<file path="src/rtl/l1_maint_sequencer.sv">
// Cache-maintenance sequencer: orders D-cache flush/clear and I-cache clear
// requests for one maintenance op at a time, with a per-step watchdog.
module l1_maint_sequencer #(
    parameter int unsigned TIMEOUT_CYCLES = 4096
) (
    input  logic       CLK,
    input  logic       RST,
    input  logic       req_valid,
    input  logic [1:0] req_op,
    output logic       req_ready,
    output logic       resp_valid,
    output logic       resp_err,
    output logic       busy,
    output logic       dcache_flush,
    output logic       dcache_clear,
    input  logic       dcache_flush_done,
    input  logic       dcache_clear_done,
    output logic       icache_clear,
    input  logic       icache_clear_done
);

    localparam int unsigned CNT_W = $clog2(TIMEOUT_CYCLES + 1);
    // A disabled watchdog still needs a legal (1-bit) counter vector.
    localparam int unsigned CW = (CNT_W == 0) ? 1 : CNT_W;
    localparam logic [CW-1:0] CNT_LIMIT = CW'(TIMEOUT_CYCLES - 1);
    localparam bit WDOG_EN = (TIMEOUT_CYCLES != 0);

    localparam logic [1:0] OP_DFLUSH    = 2'b01;
    localparam logic [1:0] OP_ICLEAR    = 2'b10;
    localparam logic [1:0] OP_INVAL_ALL = 2'b11;

    typedef enum logic [1:0] {
        S_IDLE  = 2'd0,
        S_DSTEP = 2'd1,
        S_ISTEP = 2'd2,
        S_RESP  = 2'd3
    } state_e;

    state_e          state_q, state_d;
    logic [1:0]      op_q, op_d;
    logic            err_q, err_d;
    logic [CW-1:0]   cnt_q, cnt_d;

    logic            req_ready_q, req_ready_d;
    logic            resp_valid_q, resp_valid_d;
    logic            resp_err_q, resp_err_d;
    logic            busy_q, busy_d;
    logic            dcache_flush_q, dcache_flush_d;
    logic            dcache_clear_q, dcache_clear_d;
    logic            icache_clear_q, icache_clear_d;

    logic            limit_hit;
    logic            d_done;

    // Next-state, watchdog and registered-output decode.
    always_comb begin
        state_d = state_q;
        op_d    = op_q;
        err_d   = err_q;
        cnt_d   = cnt_q;

        limit_hit = WDOG_EN && (cnt_q == CNT_LIMIT);
        // Only the done matching the request actually raised is observed.
        d_done    = (op_q == OP_INVAL_ALL) ? dcache_clear_done : dcache_flush_done;

        unique case (state_q)
            S_IDLE: begin
                if (req_valid) begin
                    op_d    = req_op;
                    err_d   = 1'b0;
                    cnt_d   = '0;
                    state_d = (req_op == OP_ICLEAR) ? S_ISTEP : S_DSTEP;
                end
            end
            S_DSTEP: begin
                if (d_done) begin
                    cnt_d   = '0;
                    state_d = (op_q == OP_DFLUSH) ? S_RESP : S_ISTEP;
                end else if (limit_hit) begin
                    cnt_d   = '0;
                    err_d   = 1'b1;
                    state_d = S_RESP;
                end else if (WDOG_EN) begin
                    cnt_d   = cnt_q + CW'(1);
                end
            end
            S_ISTEP: begin
                if (icache_clear_done) begin
                    cnt_d   = '0;
                    state_d = S_RESP;
                end else if (limit_hit) begin
                    cnt_d   = '0;
                    err_d   = 1'b1;
                    state_d = S_RESP;
                end else if (WDOG_EN) begin
                    cnt_d   = cnt_q + CW'(1);
                end
            end
            S_RESP: begin
                cnt_d   = '0;
                state_d = S_IDLE;
            end
            default: state_d = S_IDLE;
        endcase

        req_ready_d    = (state_d == S_IDLE);
        resp_valid_d   = (state_d == S_RESP);
        resp_err_d     = (state_d == S_RESP) && err_d;
        busy_d         = (state_d != S_IDLE);
        dcache_flush_d = (state_d == S_DSTEP) && (op_d != OP_INVAL_ALL);
        dcache_clear_d = (state_d == S_DSTEP) && (op_d == OP_INVAL_ALL);
        icache_clear_d = (state_d == S_ISTEP);
    end

    always_ff @(posedge CLK) begin
        if (RST) begin
            state_q        <= S_IDLE;
            op_q           <= 2'b00;
            err_q          <= 1'b0;
            cnt_q          <= '0;
            req_ready_q    <= 1'b1;
            resp_valid_q   <= 1'b0;
            resp_err_q     <= 1'b0;
            busy_q         <= 1'b0;
            dcache_flush_q <= 1'b0;
            dcache_clear_q <= 1'b0;
            icache_clear_q <= 1'b0;
        end else begin
            state_q        <= state_d;
            op_q           <= op_d;
            err_q          <= err_d;
            cnt_q          <= cnt_d;
            req_ready_q    <= req_ready_d;
            resp_valid_q   <= resp_valid_d;
            resp_err_q     <= resp_err_d;
            busy_q         <= busy_d;
            dcache_flush_q <= dcache_flush_d;
            dcache_clear_q <= dcache_clear_d;
            icache_clear_q <= icache_clear_d;
        end
    end

    assign req_ready    = req_ready_q;
    assign resp_valid   = resp_valid_q;
    assign resp_err     = resp_err_q;
    assign busy         = busy_q;
    assign dcache_flush = dcache_flush_q;
    assign dcache_clear = dcache_clear_q;
    assign icache_clear = icache_clear_q;

endmodule
</file>
<file path="config.mk">
export PLATFORM = sky130hd
export DESIGN_NAME = l1_maint_sequencer
export DESIGN_NICKNAME = d
export VERILOG_FILES = /design/src/rtl/l1_maint_sequencer.sv
export SDC_FILE = /design/constraint.sdc
export NUM_CORES = 1
export LEC_CHECK = 0
export BUFFER_PORTS_ARGS = -buffer_cell sky130_fd_sc_hd__buf_4
export CORE_MARGIN = 5
export CORE_UTILIZATION = 40
export CTS_CLUSTER_DIAMETER = 120
export DETAILED_ROUTE_END_ITERATION = 7
export PLACE_DENSITY = 0.58
export REMOVE_ABC_BUFFERS = 1
export SETUP_SLACK_MARGIN = 0.02
export SYNTH_ARGS = -nofsm -noshare
export SYNTH_HDL_FRONTEND = slang
export SYNTH_SLANG_ARGS = --single-unit
</file>
<file path="constraint.sdc">
create_clock -name CLK -period 4.96 [get_ports CLK]
set_input_delay 0.992 -clock CLK [delete_from_list [all_inputs] [get_ports CLK]]
set_output_delay 0.992 -clock CLK [all_outputs]
set_load 0.1 [all_outputs]
</file>
==> qor.csv, run 1 <==
metric,value,unit
max-cap violation count,0,
area fraction of the dominant cell type after synthesis,0.391,
critical path class,primary input to flip-flop,
P per Cell Area,313,nW/µm²
Compound-Gate Fraction of Synth Area,0.200,
Worst IR Drop VDD,0.105,mV
# resized after CTS,0,
full die area,4430,µm²
Vert. Die Dim,66.6,µm
Sequential Area,500,µm²
mean post-synth cell area,8.37,µm²
commonest register cell after synthesis,sky130_fd_sc_hd__dfxtp_1,
Worst setup SP type,primary input,
multi-input gate area in the final layout,746,µm²
number of DRC markers after the initial detailed-route iteration,73,
run status,"complete, no violations",
I/O Pins,15,
fraction of registers with async set/reset,0,
"non-filler cells, final",211,
cell breakdown of the critical path,buf_4 -> a21bo_2 -> a32oi_2 -> nor3_1 -> or3b_1 -> a31oi_1,
post-layout minimum cycle time,2.49,ns
initial antenna violation count,0,
"setup slack, reg-to-reg",2.50,ns
number of hold-repair buffers added at the cts stage,0,
nature of the critical path endpoint,flip-flop,
largest stage delay on the critical path,0.68,ns
placeable core region,3050,µm²
aggregate routed wire length,2.79,mm
Overflow after GRT,0,
"EDFF count, synth",0,
total placed cells including tap cells,207,
clock latency at the later pin of the worst-skew pair,0.33,ns
post-synthesis register bit count,25,
Final Hold Vio Count,0,
WP data arrival,2.76,ns
largest family of logic cells by synthesized area,simple AND/OR/NAND/NOR gates,
Syn Std Cell Area,1280,µm²
Buffers on Ports,14,
layout cells sized above 1,0.150,
count of unresolved DRC violations after routing,0,
CTS sink count,25,
WHS Endpoint,cnt_q[1]$_SDFFE_PP0P_,
number of fill cells,315,
Antenna Nets Post-Route,0,
fin nets,181,
Yosys warning count,0,
unrepaired setup endpoints after global routing,no,
global-route usage over all layers,0.136,
Detailed Place HPWL,2.05,mm
pin count of the biggest net entering global routing,24,
Ant. Diodes,0,
initial core utilization,0.419,
clock-pin slew of the registers on the worst-case setup and hold paths,0.15,ns
average routed wire per standard cell,13.2,µm
reg2reg start,state_q[0]$_SDFF_PP0_,
Netlist cell types,40,
Final Slew Violations,0,
Crit Reg-Reg Endpoint,cnt_q[11]$_SDFFE_PP0P_,
area added between synthesis and finish,13.7,%
parity-gate share of the synthesized area counting xor and xnor cells,0.00684,
adder-cell area share of the yosys netlist,0.0489,
post-synthesis sequential area ratio,0.391,
Worst-Margin Slew,0.753,ns
worst-case clock buffer depth,2,
Tightest Hold Check Type,flip-flop to flip-flop,
sum of negative setup slack,0,ns
CTS tree,yes,
Tcrit/Tclk final,0.503,
highest attainable clock frequency,401,MHz
relative max-transition margin,0.494,
post-synthesis cell type with the largest combined area,sky130_fd_sc_hd__dfxtp_1,
H-tree lvl count,1,
number of buffers inserted during clock tree synthesis,3,
worst r2r path cells,6,
Synth area leaders,"sky130_fd_sc_hd__dfxtp_1, sky130_fd_sc_hd__nand2_1, sky130_fd_sc_hd__nand3_1, sky130_fd_sc_hd__ha_1, sky130_fd_sc_hd__nor2_1",
cell with the largest stage delay on the worst path,sky130_fd_sc_hd__nor3_1,
number of placement rows,20,
count of final setup violators,0,
largest fanout of any net on the critical path,9,
vias post-DR,1146,
static leakage,0.528,nW
Post-CTS Setup Bufs,0,
most frequent cell after synthesis,sky130_fd_sc_hd__dfxtp_1,
wire length of the first global-routing pass,4.75,mm
Die X-Extent,66.6,µm
number of vias per cell after detailed routing,5.43,
cell at the root of the clock tree,sky130_fd_sc_hd__clkbuf_4,
number of iterations in the first detailed-routing pass,4,
final estimated routing congestion in global placement,0.805,
required time of the critical path,5.23,ns
via count of the first global-routing pass,1070,
"top cells by count, synth","sky130_fd_sc_hd__dfxtp_1, sky130_fd_sc_hd__nand2_1, sky130_fd_sc_hd__nor2_1",
worst clock skew,0.00340,ns
fraction of the mapped netlist area in simple logic gates,0.319,
multiplexer share of the synthesized area,0.00782,
hold path startpoint,cnt_q[1]$_SDFFE_PP0P_,
number of instances in the synthesized netlist,153,
worst hold path depth,2,
-- layout by cell type (no fill, tap or decap), types with 2 or more instances in the layout --
cell type / Yosys / layout
sky130_fd_sc_hd__clkbuf_4: 0 / 3
sky130_fd_sc_hd__nor2b_1: 2 / 2
sky130_fd_sc_hd__a21oi_1: 10 / 10
sky130_fd_sc_hd__dfxtp_1: 25 / 25
sky130_fd_sc_hd__nor3_1: 8 / 8
sky130_fd_sc_hd__buf_4: 0 / 14
sky130_fd_sc_hd__nand2b_1: 2 / 2
sky130_fd_sc_hd__ha_1: 5 / 5
sky130_fd_sc_hd__o21a_1: 2 / 2
sky130_fd_sc_hd__inv_1: 5 / 5
sky130_fd_sc_hd__o21ai_0: 7 / 7
sky130_fd_sc_hd__nand4_1: 2 / 2
sky130_fd_sc_hd__nand2_1: 18 / 18
sky130_fd_sc_hd__nand3b_1: 5 / 5
sky130_fd_sc_hd__nor2_1: 15 / 15
sky130_fd_sc_hd__nor4b_1: 2 / 2
sky130_fd_sc_hd__o31a_1: 3 / 3
sky130_fd_sc_hd__a31oi_1: 3 / 3
sky130_fd_sc_hd__nand3_1: 13 / 13
-- sequential cells by signal (all words and copies together) (netlist names) --
signal        cells
icache_clear      1
op_q              2
err_q             1
cnt_q            13
state_q           2
resp_valid        1
dcache_clear      1
dcache_flush      1
busy              1
req_ready         1
resp_err          1
-- critical path, delay by kind of cell --
kind	cells	cell delay [ns]
compound gates	3	0.57
simple gates	2	1.09
buf+inv	1	0.11
-- metal layers --
metal  global-route usage  vias up  wire (µm)
li1                     -      587          -
met2                0.234       19       1340
met5                    0        -          0
met3               0.0270        6        102
met4               0.0431        0         31
met1                0.170      534       1320
-- cell families (layout without fill, tap and decap cells) --
group	Yosys count	in the layout
fa+ha+maj	5	5
buf+inv	9	23
flops	25	25
compound gates	35	35
simple gates	77	77
mux	1	1
xor+xnor	1	1
-- area by class of cell --
class                      count  area share
clock buffer                   3      0.0155
clock inverter                 1     0.00516
inverter                       5      0.0129
multi-input combinational    119       0.512
sequential                    25       0.344
tap                           44      0.0378
timing repair buffer          14      0.0722
-- power by group --
group	total, W	internal [W]	switching, W	leakage (nW)
sequential	0.000218	0.000211	0.00000707	0.203
clock	0.0000974	0.0000309	0.0000665	0.0139
combinational	0.000141	0.0000411	0.0000994	0.311
-- through the flow --
step,utilization,hold WS (ns),instance area [µm²],power (W),setup WS [ns]
2_1_floorplan,-,0.443,1260,0.000328,2.55
3_3_place_gp,0.467,0.466,1430,0.000362,2.24
3_5_place_dp,0.467,0.470,1430,0.000364,2.12
4_1_cts,0.477,0.489,1460,0.000460,2.48
5_1_grt,0.477,0.520,1460,0.000480,2.29
6_report,0.477,0.490,1460,0.000456,2.47
-- how the worst max path moves through the flow --
stage | start | cells past startpoint | end
floorplan | dcache_flush_done | 5 | cnt_q[11]$_SDFFE_PP0P_
global placement | dcache_flush_done | 6 | cnt_q[11]$_SDFFE_PP0P_
detailed placement | dcache_flush_done | 6 | cnt_q[11]$_SDFFE_PP0P_
CTS | dcache_flush_done | 6 | cnt_q[11]$_SDFFE_PP0P_
global route | state_q[0]$_SDFF_PP0_ | 6 | cnt_q[11]$_SDFFE_PP0P_
finish | dcache_flush_done | 6 | cnt_q[11]$_SDFFE_PP0P_
Note: power is estimated with default switching activity, not from simulation.
==> run 2, diff against run 1 <==
--- a/config.mk
+++ b/config.mk
@@ -10,7 +10,7 @@
 export CORE_UTILIZATION = 40
 export CTS_CLUSTER_DIAMETER = 120
 export DETAILED_ROUTE_END_ITERATION = 7
-export PLACE_DENSITY = 0.58
+export PLACE_DENSITY = 0.61
 export REMOVE_ABC_BUFFERS = 1
 export SETUP_SLACK_MARGIN = 0.02
 export SYNTH_ARGS = -nofsm -noshare
==> constraint.sdc (replaced) <==
create_clock -name CLK -period 2.1 [get_ports CLK]
set_input_delay 0.42 -clock CLK [delete_from_list [all_inputs] [get_ports CLK]]
set_output_delay 0.42 -clock CLK [all_outputs]
set_load 0.1 [all_outputs]
==> qor.csv, run 2 (synthesis results as in run 1) <==
metric,value,unit,change
clock-pin slew of the registers on the worst-case setup and hold paths,0.14,ns,about the same
worst clock skew,0.00716,ns,+0.00376 ns
instance area at placement,1490,µm²,+4.7%
initial core utilization,0.419,,unchanged
final estimated routing congestion in global placement,0.857,,+6.6%
full die area,4430,µm²,unchanged
wire length of the first global-routing pass,5.33,mm,+12%
Worst IR Drop VDD,0.350,mV,+240%
Final Slew Violations,0,,unchanged
number of iterations in the first detailed-routing pass,4,,unchanged
internal portion of total power,0.000703,W,+150%
Post-Route Hold Slack,0.366,ns,-0.124 ns
I/O Pins,15,,unchanged
"Worst Setup Slack, final",0.141,ns,-2.32 ns
H-tree lvl count,1,,unchanged
CTS sink count,25,,unchanged
placeable core region,3050,µm²,unchanged
number of DRC markers after the initial detailed-route iteration,53,,-27%
most frequent cells in the layout,"sky130_fd_sc_hd__buf_4, sky130_fd_sc_hd__dfxtp_1, sky130_fd_sc_hd__nand2_1, sky130_fd_sc_hd__nor2_1, sky130_fd_sc_hd__nand3_1",,
post-layout minimum cycle time,1.96,ns,
critical path class,flip-flop to flip-flop,,
overall power after layout,0.00112,W,+150%
relative max-transition margin,0.714,,+0.219
pin count of the biggest net entering global routing,24,,unchanged
initial antenna violation count,0,,unchanged
number of placement rows,20,,unchanged
P per Cell Area,706,nW/µm²,+130%
via count of the first global-routing pass,1143,,+6.8%
Ant. Diodes,0,,unchanged
number of fill cells,317,,+0.63%
vias post-DR,1207,,+5.3%
global-route usage over all layers,0.155,,+0.0188
Tightest Hold Check Type,primary input to flip-flop,,
run status,"complete, no violations",,
highest attainable clock frequency,511,MHz,
worst-case clock buffer depth,2,,unchanged
total net switching power,0.000420,W,+140%
Overflow after GRT,0,,unchanged
layout cells sized above 1,0.232,,+0.0823
Sequential Power Share,0.458,,-0.020
aggregate routed wire length,3.05,mm,+9.4%
Buffers on Ports,14,,unchanged
minimum setup slack after placement,-0.0315,ns,-2.15 ns
number of hold-repair buffers added at the cts stage,0,,unchanged
clock latency at the later pin of the worst-skew pair,0.33,ns,about the same
count of unresolved DRC violations after routing,0,,unchanged
sum of negative setup slack,0,ns,unchanged
fin nets,195,,+7.7%
Largest register FFs,13,,unchanged
register bank with the most flops,cnt_q,,
static leakage,0.599,nW,+13%
count of final setup violators,0,,unchanged
area added between synthesis and finish,24.2,%,
Vert. Die Dim,66.6,µm,unchanged
"most common cell after layout, fill and taps aside",sky130_fd_sc_hd__buf_4,,
max-cap violation count,0,,unchanged
Comb power frac,0.341,,+0.033
WP data arrival,2.23,ns,-0.53 ns
required time of the critical path,2.37,ns,-2.86 ns
largest fanout of any net on the critical path,4,,-5
Worst-Margin Slew,0.427,ns,-0.326 ns
Final Hold Vio Count,0,,unchanged
average routed wire per standard cell,13.6,µm,+2.6%
Final Instance Area,1590,µm²,+9.3%
Clk pwr share,0.201,,-0.013
Sequential Area,502,µm²,+0.25%
Die X-Extent,66.6,µm,unchanged
cell at the root of the clock tree,sky130_fd_sc_hd__clkbuf_4,,
Antenna Nets Post-Route,0,,unchanged
Detailed Place HPWL,2.33,mm,+14%
Tcrit/Tclk final,0.933,,
number of buffers inserted during clock tree synthesis,3,,unchanged
switching share of power,0.374,,-0.00562
multi-input gate area in the final layout,774,µm²,+3.9%
number of vias per cell after detailed routing,5.36,,-1.2%
largest registers in the final layout,"cnt_q (13), op_q (2), state_q (2)",,
nature of the critical path endpoint,flip-flop,,
CTS tree,yes,,
Worst setup SP type,flip-flop,,
## run 2: worst paths after layout
check                                      startpoint                      to  slack (ns)  cells after the start
worst max-delay path            cnt_q[0]$_SDFFE_PP0P_  cnt_q[11]$_SDFFE_PP0P_        0.14                      5
worst min-delay path                        req_op[0]      op_q[0]$_SDFF_PP0_        0.37                      3
worst max register to register  cnt_q[0]$_SDFFE_PP0P_  cnt_q[11]$_SDFFE_PP0P_        0.14                      5
worst min register to register  cnt_q[1]$_SDFFE_PP0P_   cnt_q[1]$_SDFFE_PP0P_        0.49                      2
## run 2: layer usage
metal,routed length (µm),vias up,GRT usage,part of all wire
met5,0,-,0,0
li1,-,612,-,-
met4,19,0,0.0279,0.0062
met1,1530,575,0.216,0.50
met3,126,4,0.0422,0.041
met2,1370,16,0.240,0.45
## run 2: timing repair
item | CTS | global route
endpoints found under the hold margin | 0 | 0
resized for setup | 2 | 3
endpoints found under the setup margin | 2 | 6
pin swaps | 0 | 3
buffers inserted | 0 | 5
## run 2: layout make-up
type                            count  area share
Clock buffer                        3      0.0142
Clock inverter                      1     0.00472
Inverter                            5      0.0118
Multi-Input combinational cell    119       0.487
Sequential cell                    25       0.315
Tap cell                           44      0.0346
Timing Repair Buffer               28       0.132
## run 2: worst max-delay path, cell delays in order (launching register included)
cell                      delay, ns
sky130_fd_sc_hd__dfxtp_1       0.40
sky130_fd_sc_hd__nand3_1       0.16
sky130_fd_sc_hd__or3_4         0.43
sky130_fd_sc_hd__or3_1         0.39
sky130_fd_sc_hd__or3b_1        0.38
sky130_fd_sc_hd__a31oi_1       0.15
## run 2: metrics by stage
stage | std cells | utilization
final | 225 | 0.521
after global routing | 225 | 0.521
after CTS | 220 | 0.503
after detailed placement | 216 | 0.489
after global placement | 216 | 0.489
after floorplan | 149 | -
## run 2: power by group through the flow
stage | Clock, W | Sequential, W | Combinational (W)
after global placement | 0 | 0.000524 | 0.000363
after CTS | 0.000238 | 0.000514 | 0.000368
after global routing | 0.000261 | 0.000519 | 0.000409
final | 0.000226 | 0.000514 | 0.000383
after detailed placement | 0 | 0.000525 | 0.000367
after floorplan | 0 | 0.000629 | 0.000147
==> run 3, diff against run 2 <==
--- a/config.mk
+++ b/config.mk
@@ -5,12 +5,12 @@
 export SDC_FILE = /design/constraint.sdc
 export NUM_CORES = 1
 export LEC_CHECK = 0
-export BUFFER_PORTS_ARGS = -buffer_cell sky130_fd_sc_hd__buf_4
 export CORE_MARGIN = 5
 export CORE_UTILIZATION = 40
 export CTS_CLUSTER_DIAMETER = 120
 export DETAILED_ROUTE_END_ITERATION = 7
-export PLACE_DENSITY = 0.61
+export DONT_BUFFER_PORTS = 1
+export PLACE_DENSITY = 0.54
 export REMOVE_ABC_BUFFERS = 1
 export SETUP_SLACK_MARGIN = 0.02
 export SYNTH_ARGS = -nofsm -noshare
==> constraint.sdc (replaced) <==
create_clock -name CLK -period 2.41 [get_ports CLK]
set_input_delay 0.482 -clock CLK [delete_from_list [all_inputs] [get_ports CLK]]
set_output_delay 0.482 -clock CLK [all_outputs]
set_load 0.1 [all_outputs]
==> qor.csv, run 3 (synthesis results as in run 1) <==
metric,value,unit,change
via count of the first global-routing pass,1095,,-4.2%
Largest register FFs,13,,unchanged
Vert. Die Dim,66.6,µm,unchanged
number of placement rows,20,,unchanged
register bank with the most flops,cnt_q,,
WP data arrival,2.38,ns,+0.15 ns
run status,"complete, no violations",,
Ant. Diodes,0,,unchanged
pin count of the biggest net entering global routing,24,,unchanged
max-cap violation count,0,,unchanged
H-tree lvl count,1,,unchanged
wire length of the first global-routing pass,4.80,mm,-9.8%
clock-pin slew of the registers on the worst-case setup and hold paths,0.15,ns,about the same
placeable core region,3050,µm²,unchanged
number of iterations in the first detailed-routing pass,4,,unchanged
highest attainable clock frequency,472,MHz,-7.6%
Worst IR Drop VDD,0.399,mV,+14%
CTS tree,yes,,
Comb power frac,0.306,,-0.035
Worst setup SP type,flip-flop,,
Sequential Area,500,µm²,-0.25%
cell class contributing the biggest share of worst-path delay,simple AND/OR/NAND/NOR gates,,
"most common cell after layout, fill and taps aside",sky130_fd_sc_hd__dfxtp_1,,
area added between synthesis and finish,13.0,%,
Worst-Margin Slew,0.691,ns,+0.264 ns
number of fill cells,322,,+1.6%
global-route usage over all layers,0.140,,-0.0154
required time of the critical path,2.67,ns,+0.30 ns
Tightest Hold Check Type,primary input to flip-flop,,
total net switching power,0.000344,W,-18%
Buffers on Ports,0,,-14
clock latency at the later pin of the worst-skew pair,0.33,ns,about the same
cell breakdown of the critical path,inv_1 -> ha_1 -> nor2b_1 -> buf_4 -> nor3_1 -> or3b_1 -> a31oi_1,,
cell with the largest stage delay on the worst path,sky130_fd_sc_hd__dfxtp_1,,
static leakage,0.515,nW,-14%
internal portion of total power,0.000585,W,-17%
I/O Pins,15,,unchanged
Post-Route Hold Slack,0.195,ns,-0.171 ns
CTS sink count,25,,unchanged
fin nets,178,,-8.7%
worst-case clock buffer depth,2,,unchanged
Sequential Power Share,0.482,,+0.024
Final Hold Vio Count,0,,unchanged
Final Slew Violations,0,,unchanged
post-layout minimum cycle time,2.12,ns,+0.160 ns
vias post-DR,1146,,-5.1%
largest stage delay on the critical path,0.44,ns,about the same
Detailed Place HPWL,2.07,mm,-11%
number of DRC markers after the initial detailed-route iteration,65,,+23%
count of buffer and inverter cells on the critical path,2,,+2
critical path class,flip-flop to flip-flop,,
Antenna Nets Post-Route,0,,unchanged
sum of negative setup slack,0,ns,unchanged
multi-input gate area in the final layout,759,µm²,-1.9%
initial core utilization,0.419,,unchanged
count of unresolved DRC violations after routing,0,,unchanged
largest registers in the final layout,"cnt_q (13), op_q (2), state_q (2)",,
switching share of power,0.370,,-0.00398
Die X-Extent,66.6,µm,unchanged
aggregate routed wire length,2.78,mm,-8.7%
Overflow after GRT,0,,unchanged
count of final setup violators,0,,unchanged
cell at the root of the clock tree,sky130_fd_sc_hd__clkbuf_4,,
unrepaired setup endpoints after global routing,no,,
number of hold-repair buffers added at the cts stage,0,,unchanged
largest fanout of any net on the critical path,9,,+5
number of vias per cell after detailed routing,5.51,,+2.7%
relative max-transition margin,0.535,,-0.179
most frequent cells in the layout,"sky130_fd_sc_hd__dfxtp_1, sky130_fd_sc_hd__nand2_1, sky130_fd_sc_hd__nor2_1, sky130_fd_sc_hd__nand3_1, sky130_fd_sc_hd__buf_4",,
worst clock skew,0.00926,ns,+0.00209 ns
initial antenna violation count,0,,unchanged
full die area,4430,µm²,unchanged
Clk pwr share,0.212,,+0.011
layout cells sized above 1,0.140,,-0.0918
P per Cell Area,642,nW/µm²,-9.0%
final estimated routing congestion in global placement,0.856,,-0.22%
average routed wire per standard cell,13.4,µm,-1.2%
number of buffers inserted during clock tree synthesis,3,,unchanged
Tcrit/Tclk final,0.879,,-0.0534
nature of the critical path endpoint,flip-flop,,
==> run 3: cell count changes in the layout (fill, tap and decap cells not counted), sizes merged <==
cell  previous run  this run
buf             28        11
==> run 3: power groups by stage <==
| stage | Sequential (W) | Combinational [W] | Clock [W] |
|---|---|---|---|
| after floorplan | 0.000548 | 0.000128 | 0 |
| after global placement | 0.000456 | 0.000283 | 0 |
| after detailed placement | 0.000457 | 0.000284 | 0 |
| after CTS | 0.000448 | 0.000285 | 0.000208 |
| after global routing | 0.000452 | 0.000306 | 0.000234 |
| final | 0.000448 | 0.000284 | 0.000197 |
==> run 3: metrics by stage <==
stage          utilization  std cells  area, µm²  setup slack (ns)  total power [W]
5_1_grt              0.474        208       1450            0.0521         0.000992
3_5_place_dp         0.459        204       1400             0.124         0.000742
6_report             0.474        208       1450             0.291         0.000929
4_1_cts              0.469        208       1430            0.0908         0.000941
2_1_floorplan            -        149       1260             0.410         0.000676
3_3_place_gp         0.459        204       1400             0.196         0.000739
==> run 3: routing by layer <==
| layer | up-vias | GRT usage | share of wire |
|---|---|---|---|
| li1 | 582 | - | - |
| met3 | 4 | 0.0320 | 0.039 |
| met2 | 12 | 0.205 | 0.44 |
| met4 | 0 | 0.0787 | 0.015 |
| met5 | - | 0 | 0 |
| met1 | 548 | 0.186 | 0.50 |
==> run 3: cell type report <==
type	instances	area share
multi-input combinational	119	0.525
sequential	25	0.346
timing repair buffer	11	0.0571
tap	44	0.0381
clock buffer	3	0.0156
inverter	5	0.0130
clock inverter	1	0.00519
==> run 3: repair_timing <==
item,CTS,global route
setup buffers,0,0
resized for setup,0,2
endpoints found under the setup margin,0,2
==> run 3: path summary, 6_finish.rpt <==
| kind | start | endpoint | slack (ns) | depth (start not counted) |
|---|---|---|---|---|
| setup / recovery | state_q[0]$_SDFF_PP0_ | cnt_q[11]$_SDFFE_PP0P_ | 0.29 | 7 |
| hold / removal | RST | cnt_q[1]$_SDFFE_PP0P_ | 0.19 | 1 |
| setup reg to reg | state_q[0]$_SDFF_PP0_ | cnt_q[11]$_SDFFE_PP0P_ | 0.29 | 7 |
| hold reg to reg | cnt_q[1]$_SDFFE_PP0P_ | cnt_q[1]$_SDFFE_PP0P_ | 0.49 | 2 |
